--- src/rtl/hilo_pipe_pkg.sv ---
// Shared constants and the stage-update decision for the HI/LO write pipeline.
package hilo_pipe_pkg;

  localparam int   REG_BUS_W     = 32;
  localparam int   STALL_BUS_W   = 3;
  localparam int   STALL_EX      = 0;
  localparam int   STALL_MEM     = 1;
  localparam int   STALL_WB      = 2;
  localparam logic RST_ENABLE    = 1'b1;
  localparam logic WRITE_ENABLE  = 1'b1;
  localparam logic WRITE_DISABLE = 1'b0;

  typedef enum logic [1:0] {
    STAGE_HOLD    = 2'd0,
    STAGE_CLEAR   = 2'd1,
    STAGE_CAPTURE = 2'd2
  } stage_op_e;

  // Clear wins over everything; a stalled producer feeding a running consumer
  // must insert a bubble so the held write is not passed on twice.
  function automatic stage_op_e stage_op(input logic rst,
                                         input logic flush,
                                         input logic stall_up,
                                         input logic stall_down);
    stage_op_e op;
    if (rst == RST_ENABLE || flush)
      op = STAGE_CLEAR;
    else if (stall_up && !stall_down)
      op = STAGE_CLEAR;
    else if (!stall_up)
      op = STAGE_CAPTURE;
    else
      op = STAGE_HOLD;
    return op;
  endfunction

endpackage

--- src/rtl/hilo_pipe_stage.sv ---
// One HI/LO pipeline register (EX/MEM or MEM/WB) with clear/bubble/capture/hold.
module hilo_pipe_stage
  import hilo_pipe_pkg::*;
#(
  parameter int DATA_W = REG_BUS_W
) (
  input  logic              clk,
  input  logic              rst,
  input  logic              flush_i,
  input  logic              stall_up_i,
  input  logic              stall_down_i,
  input  logic [DATA_W-1:0] hi_i,
  input  logic [DATA_W-1:0] lo_i,
  input  logic              whilo_i,
  output logic [DATA_W-1:0] hi_o,
  output logic [DATA_W-1:0] lo_o,
  output logic              whilo_o
);

  logic [DATA_W-1:0] hi_q, lo_q;
  logic              whilo_q;
  stage_op_e         op_d;

  always_comb begin
    op_d = stage_op(rst, flush_i, stall_up_i, stall_down_i);
  end

  always_ff @(posedge clk) begin
    case (op_d)
      STAGE_CLEAR: begin
        whilo_q <= WRITE_DISABLE;
        hi_q    <= '0;
        lo_q    <= '0;
      end
      STAGE_CAPTURE: begin
        whilo_q <= whilo_i;
        hi_q    <= hi_i;
        lo_q    <= lo_i;
      end
      default: ;
    endcase
  end

  assign hi_o    = hi_q;
  assign lo_o    = lo_q;
  assign whilo_o = whilo_q;

endmodule

--- src/rtl/hilo_pipe.sv ---
// HI/LO write pipeline EX->MEM->WB with architectural HI/LO commit at WB.
// Optional macro HILO_BYPASS_EN adds the forwarding mux outputs fwd_hi_o/fwd_lo_o.
module hilo_pipe
  import hilo_pipe_pkg::*;
#(
  parameter int DATA_W = REG_BUS_W
) (
  input  logic                   clk,
  input  logic                   rst,
  input  logic [DATA_W-1:0]      ex_hi_i,
  input  logic [DATA_W-1:0]      ex_lo_i,
  input  logic                   ex_whilo_i,
  input  logic [STALL_BUS_W-1:0] stall,
  input  logic                   flush,
  output logic [DATA_W-1:0]      mem_hi_o,
  output logic [DATA_W-1:0]      mem_lo_o,
  output logic                   mem_whilo_o,
  output logic [DATA_W-1:0]      wb_hi_o,
  output logic [DATA_W-1:0]      wb_lo_o,
  output logic                   wb_whilo_o,
  output logic [DATA_W-1:0]      hi_o,
  output logic [DATA_W-1:0]      lo_o
`ifdef HILO_BYPASS_EN
  ,
  output logic [DATA_W-1:0]      fwd_hi_o,
  output logic [DATA_W-1:0]      fwd_lo_o
`endif
);

  logic [DATA_W-1:0] hi_q, lo_q;

  hilo_pipe_stage #(.DATA_W(DATA_W)) u_ex_mem (
    .clk          (clk),
    .rst          (rst),
    .flush_i      (flush),
    .stall_up_i   (stall[STALL_EX]),
    .stall_down_i (stall[STALL_MEM]),
    .hi_i         (ex_hi_i),
    .lo_i         (ex_lo_i),
    .whilo_i      (ex_whilo_i),
    .hi_o         (mem_hi_o),
    .lo_o         (mem_lo_o),
    .whilo_o      (mem_whilo_o)
  );

  hilo_pipe_stage #(.DATA_W(DATA_W)) u_mem_wb (
    .clk          (clk),
    .rst          (rst),
    .flush_i      (flush),
    .stall_up_i   (stall[STALL_MEM]),
    .stall_down_i (stall[STALL_WB]),
    .hi_i         (mem_hi_o),
    .lo_i         (mem_lo_o),
    .whilo_i      (mem_whilo_o),
    .hi_o         (wb_hi_o),
    .lo_o         (wb_lo_o),
    .whilo_o      (wb_whilo_o)
  );

  // Architectural value survives flush; only reset clears it.
  always_ff @(posedge clk) begin
    if (rst == RST_ENABLE) begin
      hi_q <= '0;
      lo_q <= '0;
    end else if (wb_whilo_o == WRITE_ENABLE && !stall[STALL_WB]) begin
      hi_q <= wb_hi_o;
      lo_q <= wb_lo_o;
    end
  end

  assign hi_o = hi_q;
  assign lo_o = lo_q;

`ifdef HILO_BYPASS_EN
  // Youngest pending write wins.
  always_comb begin
    fwd_hi_o = hi_q;
    fwd_lo_o = lo_q;
    if (mem_whilo_o) begin
      fwd_hi_o = mem_hi_o;
      fwd_lo_o = mem_lo_o;
    end else if (wb_whilo_o) begin
      fwd_hi_o = wb_hi_o;
      fwd_lo_o = wb_lo_o;
    end
  end
`endif

endmodule
--- config.mk ---
export PLATFORM = sky130hd
export DESIGN_NAME = hilo_pipe
export DESIGN_NICKNAME = d
export VERILOG_FILES = /design/src/rtl/hilo_pipe_pkg.sv /design/src/rtl/hilo_pipe_stage.sv /design/src/rtl/hilo_pipe.sv
export SDC_FILE = /design/constraint.sdc
export NUM_CORES = 1
export LEC_CHECK = 0
export BUFFER_PORTS_ARGS = -buffer_cell sky130_fd_sc_hd__buf_2
export CORE_UTILIZATION = 54
export CTS_CLUSTER_SIZE = 14
export DETAILED_ROUTE_END_ITERATION = 8
export GPL_TIMING_DRIVEN = 0
export PLACE_DENSITY = 0.91
export SLEW_MARGIN = 30
export SYNTH_ARGS = -nofsm -noshare
export SYNTH_HDL_FRONTEND = slang
export SYNTH_HIERARCHICAL = 1
export SYNTH_SLANG_ARGS = --single-unit
--- constraint.sdc ---
create_clock -name clk -period 6.39 [get_ports clk]
set_input_delay 0.3195 -clock clk [delete_from_list [all_inputs] [get_ports clk]]
set_output_delay 0.3195 -clock clk [all_outputs]
set_load 0.02 [all_outputs]
======== Word-level counts from Yosys, hierarchy flattened ========
Cells that the tools add are included.
cells by class
  equal/unequal tests ..................... 4
  muxes and demuxes ....................... 12
  reductions and logical operators ........ 8
operators with widths
  kind                                                                   count
  32-bit one-hot mux with 2 select lines                                 4
  2-bit two-way mux                                                      6
  2-bit by 1-bit equality test with 1-bit output, second input constant  2
  2-bit equality test, second input constant                             2
  1-bit one-hot mux with 2 select lines                                  2
  2-bit nonzero test                                                     2
  1-bit logical AND                                                      3
  1-bit logical NOT                                                      2
  1-bit logical OR                                                       1
storage, ports and cells
  flip-flop bits (word level) ............. 194
  input bits .............................. 71
  output and inout port bits .............. 194
  logic and storage cells ................. 32

======== Logic depth before layout (Yosys ltp) ========
Gate-level depths: netlist (run 1).
  depth in word-level cells ............... 6
  depth in mapped cells ................... 6
  mapped depth without buffers ............ 4

======== By module ========
Netlist (run 1), hierarchy kept.
by module, submodules not included
  module           times used  cells an instance  area each (µm²)  sequential area each (µm²)
  hilo_pipe_stage  2           142                2,463.6          1,951.9
  hilo_pipe        1           292                2,992.9          1,281.2

======== Worst setup path after synthesis (run 1) ========
No wires, ideal clock.
  path kind ............................... in2reg
  start ................................... input stall[1]
  end ..................................... register u_ex_mem.hi_q[0] (netlist: u_ex_mem/hi_o[0]) (enable)
  library setup time ...................... 0.419 ns
  data arrival time ....................... 2.098 ns
  data required time ...................... 5.971 ns
  path slack .............................. 3.872 ns
  stages on the path ...................... 4
  path buffers ............................ 0
  cell sequence ........................... inv_1 > a211oi_1 > ha_1 > inv_1
between the ends
  word-level cells in the longest chain between the ends .. 6
  elaborated cells between the ends (all ways) .. 7
  those cells by class .................... eq/ne: 2; mux: 2; reduce/logical: 3
ends and longest elaborated chain
  element                                                                                       RTL line               source
  start, declared                                                                               hilo_pipe.sv:13        input logic [STALL_BUS_W-1:0] stall,
  1-bit logical NOT (*)                                                                         n/a
  1-bit logical AND (*)                                                                         hilo_pipe_pkg.sv:28    else if (stall_up && !stall_down)
  2-bit two-way mux (*)                                                                         hilo_pipe_pkg.sv:28
  2-bit two-way mux (*)                                                                         hilo_pipe_pkg.sv:26    if (rst == RST_ENABLE || flush)
  2-bit by 1-bit equality test with 1-bit output / 2-bit equality test (equally long branches)  hilo_pipe_stage.sv:29  case (op_d)
  2-bit nonzero test (no line) (*)                                                              n/a
  end signal, assigned                                                                          hilo_pipe_stage.sv:37  hi_q <= hi_i;
  end, declared                                                                                 hilo_pipe_stage.sv:20  logic [DATA_W-1:0] hi_q, lo_q;
Every way passes the cells marked *; elsewhere a longest branch is shown, timed or not.
A chain may end at the register's enable or synchronous reset.

======== Final worst setup path (run 1) ========
  start ................................... input stall[2]
  end ..................................... register u_mem_wb.hi_q[19] (netlist: u_mem_wb/hi_o[19]) (enable)
between the ends
  word-level cells in the longest chain between the ends .. 6
  elaborated cells between the ends (all ways) .. 7
  those cells by class .................... eq/ne: 2; mux: 2; reduce/logical: 3
ends and longest elaborated chain
  element                                                                                       RTL line
  1-bit logical NOT (*)                                                                         hilo_pipe_pkg.sv:28
  1-bit logical AND (*)                                                                         hilo_pipe_pkg.sv:28
  2-bit two-way mux (*)                                                                         hilo_pipe_pkg.sv:28
  2-bit two-way mux (*)                                                                         hilo_pipe_pkg.sv:26
  2-bit by 1-bit equality test with 1-bit output / 2-bit equality test (equally long branches)  hilo_pipe_stage.sv:29
  2-bit nonzero test (no line) (*)                                                              n/a
  end signal, assigned                                                                          hilo_pipe_stage.sv:37
  end, declared                                                                                 hilo_pipe_stage.sv:20
Marked as above.

==> results of run 1 <==
==> registers in the layout (all words and copies together) (netlist names) <==
| register | flops |
|---|---|
| lo_o | 32 |
| u_ex_mem/lo_o | 32 |
| u_ex_mem/whilo_o | 1 |
| u_mem_wb/lo_o | 32 |
| u_ex_mem/hi_o | 32 |
| u_mem_wb/whilo_o | 1 |
| u_mem_wb/hi_o | 32 |
| hi_o | 32 |
==> layer usage <==
| metal | track usage | up-vias | part of all wire |
|---|---|---|---|
| li1 | - | 2615 | - |
| met1 | 0.2556 | 2457 | 0.38 |
| met2 | 0.4407 | 195 | 0.52 |
| met3 | 0.08672 | 26 | 0.080 |
| met4 | 0.09864 | 2 | 0.019 |
| met5 | 0 | - | 0.00066 |
==> cells by family after synthesis <==
group                    Yosys count
buffers and inverters             53
AND/OR/NAND/NOR                  261
flip-flops                       194
adder cells (fa/ha/maj)            2
AO/OA/AOI/OAI                     66
==> synthesized netlist by cell type <==
library cell	instances	area [sq um]
clkbuf_2	5	25.02
o21ai_1	60	300.3
dfxtp_1	64	1281
edfxtp_1	130	3904
buf_4	1	7.510
a211oi_1	2	15.01
and2_1	130	813.3
o21ai_2	4	35.03
nor2b_2	1	8.760
nand2b_1	64	400.4
ha_1	2	25.02
nand4bb_1	64	720.7
inv_1	4	15.01
buf_2	20	100.1
buf_6	23	259.0
nor3_1	2	10.01
==> path summary, 6_finish.rpt <==
check	from	to	slack [ns]	cells past startpoint
setup / recovery	stall[2]	u_mem_wb/hi_o[19]	4.85	6
hold / removal	ex_hi_i[17]	u_ex_mem/hi_o[17]	0.17	2
setup reg to reg	u_mem_wb/whilo_o	hi_o[30]	5.25	4
hold reg to reg	hi_o[3]	hi_o[3]	0.46	2
==> power by group <==
part | leakage (nW) | switching [mW] | internal [mW]
Sequential | 1.94 | 0.0393 | 1.42
Combinational | 2.29 | 0.208 | 0.111
Clock | 0.245 | 0.435 | 0.532
Total | 4.48 | 0.683 | 2.07
==> stage by stage <==
| stage | cells | hold WS [ns] | utilization | setup slack, ns | total power [mW] |
|---|---|---|---|---|---|
| 6_report | 1055 | 0.1724 | 0.7125 | 4.855 | 2.749 |
| 5_1_grt | 1054 | 0.1560 | 0.7123 | 4.743 | 2.844 |
| 4_1_cts | 1054 | 0.1577 | 0.7123 | 4.836 | 2.765 |
| 3_5_place_dp | 1022 | 0.4529 | 0.6748 | 4.358 | 1.809 |
| 3_3_place_gp | 1020 | 0.4481 | 0.6716 | 3.206 | 1.799 |
| 2_1_floorplan | 576 | 0.5177 | - | 3.872 | 1.673 |
==> area by class of cell <==
class                      instances  area (sq um)  share of cell area
inverter                           4         20.02            0.001993
multi-input combinational        329          2328              0.2318
clock inverter                    11         88.84            0.008845
tap                              180         225.2             0.02242
antenna                            1         2.502           0.0002492
sequential                       194          5185              0.5163
buffer                            49         391.6             0.03899
timing repair buffer             266          1361              0.1355
clock buffer                      21         440.4             0.04385
==> tab_implementation.tex, run 1 <==
\begin{tabular}{lr}
\hline
Metric & Value \\
\hline
\multicolumn{2}{l}{\textbf{Run status}} \\
\quad Outcome & complete, no violations \\
\multicolumn{2}{l}{\textbf{Floorplanning}} \\
\quad Effective utilization at floorplan & 0.5619 \\
\quad Die ar. & 15150 sq um \\
\quad Placement Rows & 43 \\
\quad Chip Height & 123.1 um \\
\quad Area of the core & 14100 sq um \\
\quad Die extent in x & 123.1 um \\
\quad Boundary pin count & 265 \\
\multicolumn{2}{l}{\textbf{STA}} \\
\quad Number of hold violations in the final report & 0 \\
\quad Headroom to the max-slew limit & 0.7285 \\
\quad Final setup vio count & 0 \\
\quad Crit share post-route & 0.2403 \\
\quad Final slew viol count & 0 \\
\quad RSZ-0062 raised after global routing & false \\
\quad Transition time at the pin with the least slew margin & 0.4072 ns \\
\quad Minimum period implied by the final worst setup slack & 1.535 ns \\
\quad Highest attainable clock frequency & 651.3 MHz \\
\quad Worst setup skew after layout & 0.008974 ns \\
\quad TNS Setup & 0 ns \\
\multicolumn{2}{l}{\textbf{Power and ir drop}} \\
\quad Leakage power & 4.475 nW \\
\quad Max IR drop VDD & 0.2527 mV \\
\quad P per Cell Area & 273.7 nW/um\^{}2 \\
\multicolumn{2}{l}{\textbf{Placement}} \\
\quad Instance area after placement & 9512 sq um \\
\quad Buffers added on ports & 264 \\
\quad Sum of net half-perimeters after detailed placement & 13360 um \\
\quad Routability congestion estimate from global placement & 0.8130 \\
\multicolumn{2}{l}{\textbf{Synthesis}} \\
\quad Gate count of the mapped netlist & 576 \\
\quad Synth Area per Inst & 13.75 sq um \\
\quad Cell Area, Synth & 7920 sq um \\
\quad Share of synthesized area occupied by flip-flops and latches & 0.6547 \\
\quad Simple logic cell fraction of the synthesized area & 0.2466 \\
\quad Multiplexer share of the synthesized area & 0 \\
\quad Synthesis-stage register bit count & 194 \\
\quad Distinct cell type count after synthesis & 16 \\
\quad Main combinational cell family by area after synthesis & simple AND/OR/NAND/NOR gates \\
\quad Number of warnings printed during yosys synthesis & 6 \\
\quad Complex-gate fraction of the synthesized area & 0.04423 \\
\quad Number of nets in the synthesized netlist & 649 \\
\quad Synthesized-area fraction occupied by xor and xnor cells & 0 \\
\quad Adder-Cell Fraction of Synth Area & 0.003160 \\
\multicolumn{2}{l}{\textbf{Clocking}} \\
\quad Number of buffers inserted by hold repair at cts & 0 \\
\quad Number of buffers inserted to repair setup after CTS & 0 \\
\quad CTS resizes & 0 \\
\quad Clock tree from TritonCTS & done \\
\quad Clock transition time at the flip-flop clock pins of the worst setup and hold paths & 0.07 ns \\
\quad Sink count of the clock tree & 194 \\
\quad \# H-tree levels & 4 \\
\quad Number of buffers added by the clock tree synthesis step & 17 \\
\quad Latest clock arrival within the worst-skew pair & 0.42 ns \\
\quad Cell at the root of the clock tree & clkbuf\_16 \\
\quad Number of buffers on the longest clock path & 2 \\
\multicolumn{2}{l}{\textbf{Setup path}} \\
\quad Worst setup EP type & register \\
\quad Cell type of the slowest stage on the worst timing path & inv\_4 \\
\quad Crit path buffers/inverters & 4 \\
\quad Critical path peak fanout & 35 \\
\quad Critical Path, Cell by Cell & buf\_2, inv\_1, a211oi\_1, ha\_1, inv\_4, buf\_12 \\
\quad Setup crit start kind & input port \\
\quad Critical setup path kind & input port to register \\
\quad Crit-path max cell delay & 0.32 ns \\
\quad Data arrival time at the worst-slack endpoint & 1.65 ns \\
\quad Kind of cell with the highest combined delay on the critical path & buffers and inverters \\
\quad Req. time, crit path & 6.50 ns \\
\multicolumn{2}{l}{\textbf{Drt}} \\
\quad Average vias per placed instance & 5.019 \\
\quad Residual DRC count & 0 \\
\quad 1st-iter DRT viols & 270 \\
\quad Antenna Violating Nets Remaining & 0 \\
\quad Vias & 5295 \\
\quad DRT Wirelength & 18070 um \\
\quad TritonRoute pass-1 iters & 4 \\
\quad Final routed wire length divided by cell count & 17.13 um \\
\multicolumn{2}{l}{\textbf{Final layout}} \\
\quad Layout overhead on the synthesized area & 26.81\% \\
\quad Top library cells by usage in the layout, fill and taps aside & buf\_2 (284), and2\_1 (130), edfxtp\_1 (130) \\
\quad Nets & 934 \\
\quad Final std cell area, no fill & 10040 sq um \\
\quad Most common cell after layout, fill and taps aside & buf\_2 \\
\quad \# fillers & 955 \\
\quad Layout cell share with drive strength beyond 1 & 0.3947 \\
\multicolumn{2}{l}{\textbf{Global route}} \\
\quad Vias in the first global route & 5251 \\
\quad Antenna violations before repair & 2 \\
\quad Global router's overall resource usage & 0.2433 \\
\quad Overflow left after global routing & 0 \\
\quad First-pass GRT wire length & 26740 um \\
\quad Pin count of the biggest net entering global routing & 43 \\
\multicolumn{2}{l}{\textbf{Job}} \\
\quad Number of max-cap violations & 0 \\
\multicolumn{2}{l}{\textbf{Hold path}} \\
\quad Hold WC Path Type & input port to register \\
\hline
\end{tabular}
No activity file was read; power rests on OpenSTA's default activity.
==> inputs of run 2 (changes only) <==
Settings changed: ABC_AREA from default to 1, CORE_UTILIZATION 54 to 45, PLACE_DENSITY 0.91 to 0.82.
Clock period 6.39 ns to 1.4 ns, I/O delays scaled along.
==> run 2 against run 1 <==
Against the previous run: critical path depth shrank 1; first-iteration DRC count grew 12%; routed wire length grew 7.1%; synthesized area shrank 0.98%; global-route usage shrank 2.6 points; die area grew 19%; largest power group unchanged.
==> tab_implementation.tex, run 2 <==
\begin{tabular}{lr}
\hline
Metric & Value \\
\hline
\multicolumn{2}{l}{\textbf{Drt}} \\
\quad Average vias per placed instance & 4.368 \\
\quad Final routed wire length divided by cell count & 13.61 um \\
\quad Antenna Violating Nets Remaining & 0 \\
\quad 1st-iter DRT viols & 303 \\
\quad DRT Wirelength & 19350 um \\
\quad TritonRoute pass-1 iters & 5 \\
\quad Residual DRC count & 0 \\
\quad Vias & 6211 \\
\multicolumn{2}{l}{\textbf{STA}} \\
\quad Worst setup skew after layout & 0.01060 ns \\
\quad Final setup vio count & 0 \\
\quad RSZ-0062 raised after global routing & false \\
\quad Headroom to the max-slew limit & 0.6971 \\
\quad Crit share post-route & 0.8868 \\
\quad Final slew viol count & 0 \\
\quad Number of hold violations in the final report & 0 \\
\quad Minimum period implied by the final worst setup slack & 1.242 ns \\
\quad Final worst-path setup slack & 0.1584 ns \\
\quad Transition time at the pin with the least slew margin & 0.4543 ns \\
\quad Worst Hold Margin & 0.03959 ns \\
\quad TNS Setup & 0 ns \\
\quad Highest attainable clock frequency & 805.4 MHz \\
\multicolumn{2}{l}{\textbf{Power and ir drop}} \\
\quad Power spent charging and discharging nets & 3.608 mW \\
\quad Leakage power & 6.038 nW \\
\quad Share of power burned in the clock network & 0.355 \\
\quad Sequential Power Share & 0.501 \\
\quad Switching portion of total power & 0.2667 \\
\quad Combinational fraction of design power & 0.144 \\
\quad P per Cell Area & 1252 nW/um\^{}2 \\
\quad Internal power & 9.919 mW \\
\quad Max IR drop VDD & 0.7881 mV \\
\multicolumn{2}{l}{\textbf{Global route}} \\
\quad First-pass GRT wire length & 29900 um \\
\quad Vias in the first global route & 6155 \\
\quad Global router's overall resource usage & 0.2175 \\
\quad Pin count of the biggest net entering global routing & 34 \\
\quad Overflow left after global routing & 0 \\
\quad Antenna violations before repair & 1 \\
\multicolumn{2}{l}{\textbf{Setup path}} \\
\quad Setup crit start kind & register \\
\quad Kind of cell with the highest combined delay on the critical path & buffers and inverters \\
\quad Cell type of the slowest stage on the worst timing path & edfxtp\_1 \\
\quad Critical path peak fanout & 10 \\
\quad Critical setup path kind & register to register \\
\quad Crit-path max cell delay & 0.44 ns \\
\quad Crit path buffers/inverters & 2 \\
\quad Worst setup EP type & register \\
\quad Data arrival time at the worst-slack endpoint & 1.56 ns \\
\quad Critical Path, Cell by Cell & buf\_4, buf\_2, nand3\_1, nand2\_1, nor2\_1 \\
\quad Req. time, crit path & 1.72 ns \\
\multicolumn{2}{l}{\textbf{Run status}} \\
\quad Outcome & complete, no violations \\
\multicolumn{2}{l}{\textbf{Clocking}} \\
\quad Number of buffers added by the clock tree synthesis step & 17 \\
\quad Cell at the root of the clock tree & clkbuf\_16 \\
\quad Sink count of the clock tree & 194 \\
\quad Clock tree from TritonCTS & done \\
\quad Number of buffers on the longest clock path & 2 \\
\quad Latest clock arrival within the worst-skew pair & 0.42 ns \\
\quad \# H-tree levels & 4 \\
\quad Clock transition time at the flip-flop clock pins of the worst setup and hold paths & 0.07 ns \\
\multicolumn{2}{l}{\textbf{Synthesis}} \\
\quad Top post-synthesis cells by area & edfxtp\_1 (50\%), dfxtp\_1 (16\%), inv\_1 (9.7\%), nand2\_1 (9.4\%), nor2\_1 (6.4\%) \\
\quad Synth Area per Inst & 9.392 sq um \\
\quad Cell types with the highest counts after synthesis & inv\_1 (202), nand2\_1 (196), nor2\_1 (134), edfxtp\_1 (130) \\
\quad Synthesis-stage register bit count & 194 \\
\quad Biggest area consumer among synthesized cells & edfxtp\_1 \\
\quad Share of synthesized area occupied by flip-flops and latches & 0.6611 \\
\quad Cell Area, Synth & 7843 sq um \\
\quad Share of synthesized flip-flops with an asynchronous set or reset & 0 \\
\quad Number of warnings printed during yosys synthesis & 6 \\
\quad Most frequently used cell type in the post-synthesis netlist & inv\_1 \\
\quad Gate count of the mapped netlist & 835 \\
\quad Most common flop cell mapped by yosys & edfxtp\_1 \\
\quad Number of nets in the synthesized netlist & 908 \\
\quad Number of enable flip-flop cells after synthesis & 130 \\
\quad Area share of the leading cell type in the synthesized netlist & 0.4978 \\
\quad Distinct cell type count after synthesis & 13 \\
\multicolumn{2}{l}{\textbf{Floorplanning}} \\
\quad Die ar. & 17960 sq um \\
\quad Die extent in x & 134.0 um \\
\quad Area of the core & 16820 sq um \\
\quad Chip Height & 134.0 um \\
\quad Boundary pin count & 265 \\
\quad Placement Rows & 47 \\
\quad Effective utilization at floorplan & 0.4663 \\
\multicolumn{2}{l}{\textbf{Final layout}} \\
\quad Top library cells by usage in the layout, fill and taps aside & buf\_2 (277), inv\_1 (196), nand2\_1 (196) \\
\quad Layout cell share with drive strength beyond 1 & 0.2864 \\
\quad Layout overhead on the synthesized area & 37.78\% \\
\quad Nets & 1261 \\
\quad Most common cell after layout, fill and taps aside & buf\_2 \\
\multicolumn{2}{l}{\textbf{Placement}} \\
\quad Buffers added on ports & 264 \\
\quad Sum of net half-perimeters after detailed placement & 13460 um \\
\quad Routability congestion estimate from global placement & 0.8340 \\
\quad Post-Place Setup Slack & -0.04894 ns \\
\multicolumn{2}{l}{\textbf{Job}} \\
\quad Number of max-cap violations & 0 \\
\multicolumn{2}{l}{\textbf{Hold path}} \\
\quad Hold WC Path Type & input port to register \\
\hline
\end{tabular}
## run 2: changes by cell type after synthesis, moves of 60 or more
cell | previous run | this run
and2_1 | 130 | 0
o21ai_1 | 60 | 0
nand2_1 | 0 | 196
nand2b_1 | 64 | 0
nor2_1 | 0 | 134
nand4bb_1 | 64 | 0
inv_1 | 4 | 202
nand3_1 | 0 | 64
## run 2: area by class of cell
| class | instances | area (sq um) |
|---|---|---|
| repair buffers | 334 | 2072 |
| inverters | 205 | 792.0 |
| well taps | 220 | 275.3 |
| plain buffers | 39 | 297.8 |
| flip-flops and latches | 194 | 5185 |
| clock buffers | 20 | 471.7 |
| clock inverters | 12 | 113.9 |
| multi-input cells | 397 | 1595 |
| fillers | 1353 | 6013 |
| diodes | 1 | 2.502 |
## run 2: power groups by stage
stage	sequential (mW)	combinational, mW	clock [mW]
2_1_floorplan	7.44	0.507	0
3_3_place_gp	6.90	1.72	0
3_5_place_dp	6.90	1.80	0
4_1_cts	6.78	1.95	4.86
5_1_grt	6.83	2.10	5.09
6_report	6.78	1.95	4.80
## run 2: logic make-up (layout without fill, tap and decap cells)
kind of cell,count (synthesis),after routing,share of synthesized area
buf+inv,244,610,0.1354
simple gates,395,395,0.2002
flops,194,194,0.6611
fa+ha+maj,2,2,0.003190
other cells,0,1,0
## run 2: tightest hold or removal path, cell delays in order
cell     delay (ns)
buf_2          0.11
inv_2          0.12
nand2_1        0.09
nor2_1         0.03
## run 2: timing repair
item                                    in CTS  in global routing
endpoints found under the hold margin       65                  0
hold buffers                                65                  0
resized for setup                            0                  3
endpoints found under the setup margin       0                 57
setup buffers                                0                  1
## run 2: stage by stage
stage	utilization	total power, mW	area [sq um]	cells
floorplan	-	7.951	7865	835
global placement	0.5626	8.621	9462	1319
detailed placement	0.5673	8.697	9542	1323
CTS	0.6408	13.58	10780	1420
global route	0.6425	14.01	10810	1422
finish	0.6425	13.53	10810	1422
## run 2: final timing paths
kind,cells past startpoint,slack [ns],start,to
setup / recovery,5,0.16,u_mem_wb/whilo_o,hi_o[30]
hold / removal,4,0.04,rst,lo_o[31]
hold reg to reg,2,0.48,lo_o[22],lo_o[22]
setup reg to reg,5,0.16,u_mem_wb/whilo_o,hi_o[30]
## run 2: per-layer routing
layer	global-route usage	vias to the layer above	wire length [um]
met4	0.1192	0	711
met3	0.04951	44	960
met2	0.4073	186	10490
met5	0	-	0
met1	0.2226	2792	7188
li1	-	3189	-
